## config.mk

```make
export PLATFORM = sky130hd
export DESIGN_NAME = neuron_accumulator
export DESIGN_NICKNAME = d
export VERILOG_FILES = /design/src/rtl/mlp_pkg.sv /design/src/rtl/sat_relu.sv /design/src/rtl/neuron_accumulator.sv
export SDC_FILE = /design/constraint.sdc
export NUM_CORES = 1
export LEC_CHECK = 0
export ABC_AREA = 1
export ABC_CLOCK_PERIOD_IN_PS = 8100
export BUFFER_PORTS_ARGS = -buffer_cell sky130_fd_sc_hd__buf_2
export CELL_PAD_IN_SITES_DETAIL_PLACEMENT = 0
export CELL_PAD_IN_SITES_GLOBAL_PLACEMENT = 1
export CORE_MARGIN = 2
export CORE_UTILIZATION = 46
export DETAILED_ROUTE_END_ITERATION = 6
export PLACE_DENSITY = 0.88
export SLEW_MARGIN = 15
export SYNTH_ARGS = -nofsm -noshare
export SYNTH_HDL_FRONTEND = slang
export SYNTH_SLANG_ARGS = --single-unit
```

## constraint.sdc

```tcl
create_clock -name clk -period 8.1 [get_ports clk]
set_clock_uncertainty 0.05 [all_clocks]
set_input_delay 1.215 -clock clk [delete_from_list [all_inputs] [get_ports clk]]
set_output_delay 1.215 -clock clk [all_outputs]
set_load 0.02 [all_outputs]
```

## src/rtl/mlp_pkg.sv

```systemverilog
// Shared definitions for the MLP datapath.
//   DATA_W / ADDR_W / FRAC_BITS : default datapath, address and fraction widths
//   state_e                     : neuron compute FSM states
//   QMAX / QMIN                 : Q8.8 saturation limits
package mlp_pkg;

  localparam int DATA_W    = 16;
  localparam int ADDR_W    = 12;
  localparam int FRAC_BITS = 8;

  typedef enum logic [1:0] {
    IDLE   = 2'd0,
    ACCUM  = 2'd1,
    FINISH = 2'd2,
    WRITE  = 2'd3
  } state_e;

  localparam logic signed [15:0] QMAX = 16'sh7FFF;
  localparam logic signed [15:0] QMIN = 16'sh8000;

endpackage : mlp_pkg

```

## src/rtl/sat_relu.sv

```systemverilog
// Combinational result formatter: shifts a wide signed accumulator down by
// FRAC_BITS (arithmetic, rounding toward -inf), saturates to the signed
// DATA_W range and optionally clamps negatives to zero.
//   acc_i   : signed ACC_W accumulator
//   relu_i  : apply ReLU
//   data_o  : signed DATA_W formatted result
module sat_relu #(
  parameter int ACC_W     = 48,
  parameter int DATA_W    = mlp_pkg::DATA_W,
  parameter int FRAC_BITS = mlp_pkg::FRAC_BITS
) (
  input  logic signed [ACC_W-1:0]  acc_i,
  input  logic                     relu_i,
  output logic signed [DATA_W-1:0] data_o
);

  // Saturation bounds expressed at accumulator width so the compare is exact.
  localparam logic signed [ACC_W-1:0] LIM_MAX =
    {{(ACC_W-DATA_W+1){1'b0}}, {(DATA_W-1){1'b1}}};
  localparam logic signed [ACC_W-1:0] LIM_MIN =
    {{(ACC_W-DATA_W+1){1'b1}}, {(DATA_W-1){1'b0}}};

  function automatic logic signed [DATA_W-1:0] shift_sat_relu(
    input logic signed [ACC_W-1:0] a,
    input logic                    relu
  );
    logic signed [ACC_W-1:0]  r;
    logic signed [DATA_W-1:0] y;
    r = a >>> FRAC_BITS;
    if (r > LIM_MAX) begin
      y = LIM_MAX[DATA_W-1:0];
    end else if (r < LIM_MIN) begin
      y = LIM_MIN[DATA_W-1:0];
    end else begin
      y = r[DATA_W-1:0];
    end
    if (relu && y[DATA_W-1]) begin
      y = '0;
    end
    return y;
  endfunction

  assign data_o = shift_sat_relu(acc_i, relu_i);

endmodule : sat_relu

```

## src/rtl/neuron_accumulator.sv

```systemverilog
// Neuron compute stage: multiply-accumulates N activation/weight pairs on top
// of a bias, formats the sum to Q8.8 (shift, saturate, optional ReLU) and
// emits one write-back beat.
//   clk, reset                    : clock, synchronous active-high reset
//   start, num_terms, dest_addr,
//   bias_in, relu_en              : neuron launch and its configuration
//   in_valid, in_ready,
//   act_in, weight_in             : operand stream handshake
//   busy                          : not IDLE
//   wr_en, wr_addr, wr_data, done : registered write-back beat
module neuron_accumulator #(
  parameter int DATA_W    = mlp_pkg::DATA_W,
  parameter int ADDR_W    = mlp_pkg::ADDR_W,
  parameter int FRAC_BITS = mlp_pkg::FRAC_BITS,
  parameter int ACC_W     = 48,
  parameter int CNT_W     = 12
) (
  input  logic                     clk,
  input  logic                     reset,
  input  logic                     start,
  input  logic [CNT_W-1:0]         num_terms,
  input  logic [ADDR_W-1:0]        dest_addr,
  input  logic signed [DATA_W-1:0] bias_in,
  input  logic                     relu_en,
  input  logic                     in_valid,
  output logic                     in_ready,
  input  logic signed [DATA_W-1:0] act_in,
  input  logic signed [DATA_W-1:0] weight_in,
  output logic                     busy,
  output logic                     wr_en,
  output logic [ADDR_W-1:0]        wr_addr,
  output logic signed [DATA_W-1:0] wr_data,
  output logic                     done
);

  import mlp_pkg::*;

  state_e                     state_q, state_d;
  logic signed [ACC_W-1:0]    acc_q, acc_d;
  logic [CNT_W-1:0]           cnt_q, cnt_d;
  logic [CNT_W-1:0]           n_q, n_d;
  logic [ADDR_W-1:0]          dest_q, dest_d;
  logic                       relu_q, relu_d;
  logic                       in_ready_q, in_ready_d;
  logic                       busy_q, busy_d;
  logic                       wr_en_q, wr_en_d;
  logic                       done_q, done_d;
  logic [ADDR_W-1:0]          wr_addr_q, wr_addr_d;
  logic signed [DATA_W-1:0]   wr_data_q, wr_data_d;

  logic signed [2*DATA_W-1:0] prod;
  logic signed [DATA_W-1:0]   fmt_data;
  logic                       beat;

  assign prod = act_in * weight_in;
  assign beat = (state_q == ACCUM) && in_valid;

  sat_relu #(
    .ACC_W    (ACC_W),
    .DATA_W   (DATA_W),
    .FRAC_BITS(FRAC_BITS)
  ) u_sat_relu (
    .acc_i (acc_q),
    .relu_i(relu_q),
    .data_o(fmt_data)
  );

  always_comb begin
    state_d   = state_q;
    acc_d     = acc_q;
    cnt_d     = cnt_q;
    n_d       = n_q;
    dest_d    = dest_q;
    relu_d    = relu_q;
    wr_addr_d = wr_addr_q;
    wr_data_d = wr_data_q;

    unique case (state_q)
      IDLE: begin
        if (start) begin
          n_d    = num_terms;
          dest_d = dest_addr;
          relu_d = relu_en;
          acc_d  = ACC_W'(bias_in) <<< FRAC_BITS;
          cnt_d  = '0;
          // A zero-term neuron is just the formatted bias.
          state_d = (num_terms == '0) ? FINISH : ACCUM;
        end
      end
      ACCUM: begin
        if (beat) begin
          acc_d = acc_q + ACC_W'(prod);
          cnt_d = cnt_q + CNT_W'(1);
          if (cnt_q == n_q - CNT_W'(1)) begin
            state_d = FINISH;
          end
        end
      end
      FINISH: begin
        wr_data_d = fmt_data;
        wr_addr_d = dest_q;
        state_d   = WRITE;
      end
      WRITE: begin
        state_d = IDLE;
      end
      default: state_d = IDLE;
    endcase

    // Outputs are registered, so they are decoded from the next state.
    in_ready_d = (state_d == ACCUM);
    busy_d     = (state_d != IDLE);
    wr_en_d    = (state_d == WRITE);
    done_d     = (state_d == WRITE);
  end

  always_ff @(posedge clk) begin
    if (reset) begin
      state_q    <= IDLE;
      acc_q      <= '0;
      cnt_q      <= '0;
      n_q        <= '0;
      dest_q     <= '0;
      relu_q     <= 1'b0;
      in_ready_q <= 1'b0;
      busy_q     <= 1'b0;
      wr_en_q    <= 1'b0;
      done_q     <= 1'b0;
      wr_addr_q  <= '0;
      wr_data_q  <= '0;
    end else begin
      state_q    <= state_d;
      acc_q      <= acc_d;
      cnt_q      <= cnt_d;
      n_q        <= n_d;
      dest_q     <= dest_d;
      relu_q     <= relu_d;
      in_ready_q <= in_ready_d;
      busy_q     <= busy_d;
      wr_en_q    <= wr_en_d;
      done_q     <= done_d;
      wr_addr_q  <= wr_addr_d;
      wr_data_q  <= wr_data_d;
    end
  end

  assign in_ready = in_ready_q;
  assign busy     = busy_q;
  assign wr_en    = wr_en_q;
  assign done     = done_q;
  assign wr_addr  = wr_addr_q;
  assign wr_data  = wr_data_q;

endmodule : neuron_accumulator

```

Yosys cells after proc, flatten, opt, wreduce, memory -nomap -nowiden
Cells that the tools add are included.

Register bits after elaboration: 118. Bits of input ports: 77. Output and inout port bits: 32. Word-level logic and storage cells: 47.

Add/sub/neg operators: 3. Multiply operators: 1. $lt $le $gt $ge: 2. Eq/ne operators: 8. Muxes and demuxes: 14. Reductions and logical operators: 8.

Operators by type and width (number): 48-bit 2-to-1 mux (2); 48-bit one-hot mux with 2 select lines (1); 48-bit by 32-bit adder with 48-bit output (1); 16-bit 2-to-1 mux (3); 40-bit by 16-bit greater-than comparator with 1-bit output, second input constant (1); 40-bit by 16-bit < comparator with 1-bit output, second input constant (1); 16-bit by 16-bit multiplier with 32-bit output (1); 12-bit 2-to-1 mux (2); 12-bit one-hot mux with 2 select lines (1); 12-bit by 1-bit adder with 12-bit output, second input constant (1); 12-bit equality test (1); 12-bit zero test (1); 12-bit by 1-bit subtractor with 12-bit output, second input constant (1); 2-bit 2-to-1 mux (4); 2-bit one-hot mux with 4 select lines (1); 2-bit equality test, second input constant (3); 2-bit by 1-bit equality test with 1-bit output, second input constant (2); 2-bit != test, second input constant (2); 2-bit nonzero test (2); 3-bit AND reduction (1); 1-bit logical AND (2); 2-bit zero test (1); 2-bit AND reduction (1).

Longest topological paths before layout
Depth in word-level cells: 6. Depth in mapped cells: 30. Mapped depth without buffers: 28.

Modules after synthesis
From an unflattened synthesis, not the netlist that was laid out.

Cells, all modules: 2789. Area total of the unflattened synthesis: 20385.8 um2.

By module, submodules not included: neuron_accumulator (times used 1, cells each 2707, area an instance 19972.9 um2, sequential area each 2362.3 um2); sat_relu (times used 1, cells each 82, area an instance 412.9 um2, sequential area each 0.0 um2).

Worst setup path before layout
Ideal clock, no wire load.

Path type: input port to flip-flop. Start: in act_in[15]. End: reg acc_q[46]. Library setup time: 0.070 ns. Arrival time: 7.008 ns. Data required time: 7.980 ns. Slack: 0.972 ns. Cell stages on the path: 23. Path buffers: 1. Cells stage by stage: clkbuf_1 > nand2_1 > inv_1 > fa_1 > inv_1 > fa_1 > fa_1 > fa_1 > inv_1 > fa_1 > inv_1 > fa_1 > inv_1 > ha_1 > a21oi_1 > inv_1 > a21oi_1 > nand2_1 > a21oi_1 > nand3_1 > nand2_1 > nand3_1 > a21oi_1.

Cells in the longest elaborated chain, start to end: 4.

RTL lines: from (decl) (RTL line neuron_accumulator.sv:27) `input logic signed [DATA_W-1:0] act_in,`; 16-bit by 16-bit multiplier with 32-bit output (RTL line neuron_accumulator.sv:55) `assign prod = act_in * weight_in;`; 48-bit by 32-bit adder with 48-bit output (RTL line neuron_accumulator.sv:92) `acc_d = acc_q + ACC_W'(prod);`; 48-bit 2-to-1 mux (RTL line neuron_accumulator.sv:91) `if (beat) begin`; 48-bit one-hot mux with 2 select lines (RTL line neuron_accumulator.sv:78) `unique case (state_q)`; to (signal assigned) (RTL line neuron_accumulator.sv:120) `acc_q <= '0;`; to (signal assigned) (RTL line neuron_accumulator.sv:133) `acc_q <= acc_d;`; to (decl) (RTL line neuron_accumulator.sv:39) `logic signed [ACC_W-1:0] acc_q, acc_d;`.

Every way passes these cells. The select of a mux whose other input is x is not followed. A chain may end at the register's enable or synchronous reset.

Worst setup path in the final report
Start: in weight_in[1]. End: reg acc_q[44].

Cells in the longest elaborated chain, start to end: 4.

RTL lines: from (decl) (RTL line neuron_accumulator.sv:28) `input logic signed [DATA_W-1:0] weight_in,`; 16-bit by 16-bit multiplier with 32-bit output (RTL line neuron_accumulator.sv:55); 48-bit by 32-bit adder with 48-bit output (RTL line neuron_accumulator.sv:92); 48-bit 2-to-1 mux (RTL line neuron_accumulator.sv:91); 48-bit one-hot mux with 2 select lines (RTL line neuron_accumulator.sv:78).

Every way passes these cells. The select of a mux whose other input is x is not followed.

==> results_tabular.tex <==
\begin{tabular}{lr}
\hline
Metric & Value \\
\hline
\multicolumn{2}{l}{\textbf{Logic synthesis}} \\
Flip-flop cell with the highest count after synthesis & dfxtp\_1 \\
Count of distinct cell types in the synthesized netlist & 43 \\
Count of mapped cells out of synthesis & 2850 \\
Cell taking the most area after synthesis & fa\_1 \\
Area share of xor/xnor cells in the synthesized design & 0.00971 \\
Post-synth EDFFs & 0 \\
Simple logic cell fraction of the synthesized area & 0.221 \\
Post-synth ARST share & 0 \\
Mux contribution to synthesized area & 0 \\
Count leader, synth & inv\_1 \\
Sequential area share after synthesis & 0.114 \\
Synth warnings & 0 \\
Synth Area in Compound Gates & 0.0615 \\
Synthesized area per cell & 7.28 um\^{}2 \\
Commonest cells in the netlist & 777 x inv\_1, 676 x nand2\_1, 362 x fa\_1 \\
Adder-Cell Fraction of Synth Area & 0.430 \\
Area contributors post-synth & fa\_1 35\%, inv\_1 14\%, nand2\_1 12\% \\
Largest family of logic cells by synthesized area & adder cells \\
Mapped Nets & 3422 \\
Top cell type's share of synthesized area & 0.349 \\
\#FFs+latches synth & 118 \\
Post-Synthesis Cell Area & 20700 um\^{}2 \\
\multicolumn{2}{l}{\textbf{Setup path}} \\
Critical Path Fanout Max & 16 \\
Endpoint type of the worst setup path & register \\
Reg-to-Reg End & acc\_q[24] \\
CP required & 8.36 ns \\
CP Launch Type & input pin \\
Critical R2R Launch & acc\_q[15] \\
Arrival @ worst endpoint & 7.56 ns \\
Number of cell instances on the worst register-to-register path & 19 \\
Class of the most critical setup path & input pin to register \\
Reg-to-reg slack, setup & 2.81 ns \\
\multicolumn{2}{l}{\textbf{Clocking}} \\
Max Root-Sink Buffers & 2 \\
H-tree Lvls & 4 \\
Insertion delay to the later sink of the worst-skew pair & 0.45 ns \\
Clock-pin slew on the worst setup and hold paths & 0.06 ns \\
Clock tree from TritonCTS & built \\
Number of setup buffers added after CTS & 0 \\
CTS Root Cell & clkbuf\_16 \\
Num CTS Buffers & 17 \\
Count of instances resized after the clock tree is built & 0 \\
CTS Hold Bufs & 0 \\
Clock Sinks & 118 \\
\multicolumn{2}{l}{\textbf{Timing}} \\
Share of the clock period used by the worst path after layout & 0.901 \\
Number of slew-limit violations in the final report & 0 \\
Final count of negative-setup-slack endpoints & 0 \\
Actual slew at the worst max-slew pin & 1.05 ns \\
Time the worst path needs with I/O delays and setup & 7.30 ns \\
Worst relative slew slack & 0.302 \\
Total negative slack for setup checks & 0 ns \\
Upper clock frequency limit & 137 MHz \\
Setup repair after global routing missed its margin & false \\
Hold violation count in the final report & 0 \\
\multicolumn{2}{l}{\textbf{Run}} \\
Total of max-cap violations & 0 \\
\multicolumn{2}{l}{\textbf{Route}} \\
Pre-Repair DR Iteration Count & 5 \\
WL per Instance & 16.2 um \\
First-iteration detailed-routing DRC count & 1159 \\
Detail-routed via count per cell & 4.93 \\
DRC errors left & 0 \\
Met3 routed wirelength & 2.35 mm \\
Wirelength, routed & 56.4 mm \\
Top sig layer & met4 \\
Number of nets with antenna violations after routing & 0 \\
Wl on met1 & 24.9 mm \\
Wire length on met2 & 28.1 mm \\
Via total after detailed routing & 17200 \\
\multicolumn{2}{l}{\textbf{Floorplan}} \\
Initial core utilization & 0.468 \\
CORE AREA & 44300 um\^{}2 \\
Die Y-Extent & 216 um \\
Die W & 216 um \\
Placement Rows & 77 \\
Area enclosed by the die boundary & 46800 um\^{}2 \\
Top Ports & 109 \\
\multicolumn{2}{l}{\textbf{Placed design}} \\
Count of buffers from port buffering & 108 \\
Final weighted congestion of routability-driven global placement & 0.957 \\
Sum of net half-perimeters after detailed placement & 47.9 mm \\
Cell area after placement & 21700 um\^{}2 \\
\multicolumn{2}{l}{\textbf{Hold path}} \\
Class of the tightest hold or removal check & register to register \\
Worst hold path depth & 2 \\
Critical hold path startpoint & wr\_data[15] \\
Hold Crit Endpoint & wr\_data[15] \\
\multicolumn{2}{l}{\textbf{Global route}} \\
Global-route wire length before repair & 94.6 mm \\
Final global-route overflow total & 0 \\
Number of global-route vias before repair & 17800 \\
Antenna violations before repair & 1 \\
Overall routing resource usage & 0.254 \\
Largest net degree at the start of global routing & 48 \\
\multicolumn{2}{l}{\textbf{Status}} \\
Result of the run & complete, no violations \\
\multicolumn{2}{l}{\textbf{Cells and area}} \\
Final net count & 3458 \\
Share of layout cells above drive strength 1 & 0.0842 \\
Post-route cell area & 22300 um\^{}2 \\
Area growth from synthesis to final layout & 7.36\% \\
\hline
\end{tabular}
==> critical path, stage by stage <==
cell	delay, ns
buf_2	0.20
nand2_1	0.19
inv_1	0.09
fa_2	0.61
inv_1	0.15
fa_1	0.56
fa_1	0.66
fa_1	0.77
inv_1	0.34
fa_1	0.58
inv_1	0.06
fa_1	0.53
inv_1	0.04
ha_1	0.37
nand2_1	0.15
nor2_1	0.17
inv_1	0.09
o21ai_0	0.35
a21oi_1	0.15
nand3_1	0.10
nand2_1	0.05
nand3_1	0.06
a21oi_1	0.06
==> kinds of logic after synthesis <==
family	after synthesis
simple gates	1090
buf+inv	894
fa+ha+maj	495
compound gates	230
flops	118
xor+xnor	23
==> per-layer routing <==
metal,vias up,track usage
li1,8358,-
met1,8427,0.345
met2,372,0.439
met3,68,0.0243
met4,0,0.0628
met5,-,0
==> stage by stage <==
| stage | hold slack (ns) | cells | utilization | setup WS [ns] |
|---|---|---|---|---|
| after floorplan | 0.391 | 2850 | - | 0.972 |
| final | 0.416 | 3492 | 0.503 | 0.799 |
| after detailed placement | 0.409 | 3459 | 0.489 | 0.399 |
| after global placement | 0.405 | 3459 | 0.489 | 0.494 |
| after global routing | 0.434 | 3492 | 0.503 | 0.367 |
| after CTS | 0.418 | 3491 | 0.502 | 0.822 |
==> layout make-up <==
type / count / area, um^2
diodes: 1 / 2.50
inverters: 793 / 2980
fillers: 4384 / 22000
clock buffers: 18 / 429
clock inverters: 14 / 151
well taps: 592 / 741
multi-input cells: 1838 / 15000
flip-flops and latches: 118 / 2360
repair buffers: 118 / 616
==> layout by cell type, fill, tap and decap left out, drive strengths merged, types with 3 or more instances in the layout <==
cell | netlist | final
ha | 133 | 133
fa | 362 | 362
clkinv | 0 | 8
a31oi | 12 | 12
nand3b | 14 | 14
nand3 | 90 | 90
buf | 23 | 118
nand4 | 22 | 22
nand2 | 693 | 693
nor3 | 13 | 13
nor2 | 237 | 237
and2 | 3 | 3
or2 | 5 | 5
inv | 793 | 795
clkbuf | 78 | 18
dfxtp | 118 | 118
nor4 | 11 | 11
o21ai | 94 | 94
xnor2 | 7 | 7
a21oi | 112 | 112
xor2 | 16 | 16
o21bai | 5 | 5
==> sequential cells by signal, indices dropped and copies added (netlist names), 2 cells and up <==
register  count
acc_q        48
wr_data      16
dest_q       12
state_q       2
wr_addr      12
cnt_q        12
n_q          12
==> worst max path at each step <==
| stage | startpoint | end | slack, ns | cells after the start |
|---|---|---|---|---|
| floorplan | act_in[15] | acc_q[46] | 0.97 | 23 |
| global route | weight_in[1] | acc_q[44] | 0.37 | 23 |
| CTS | weight_in[1] | acc_q[38] | 0.82 | 23 |
| global placement | weight_in[1] | acc_q[44] | 0.49 | 23 |
| finish | weight_in[1] | acc_q[44] | 0.80 | 23 |
| detailed placement | weight_in[1] | acc_q[38] | 0.40 | 23 |
Power is left out: the tool's default activity adds up to more than one toggle a clock period on the data nets, which glitch-free logic cannot reach.
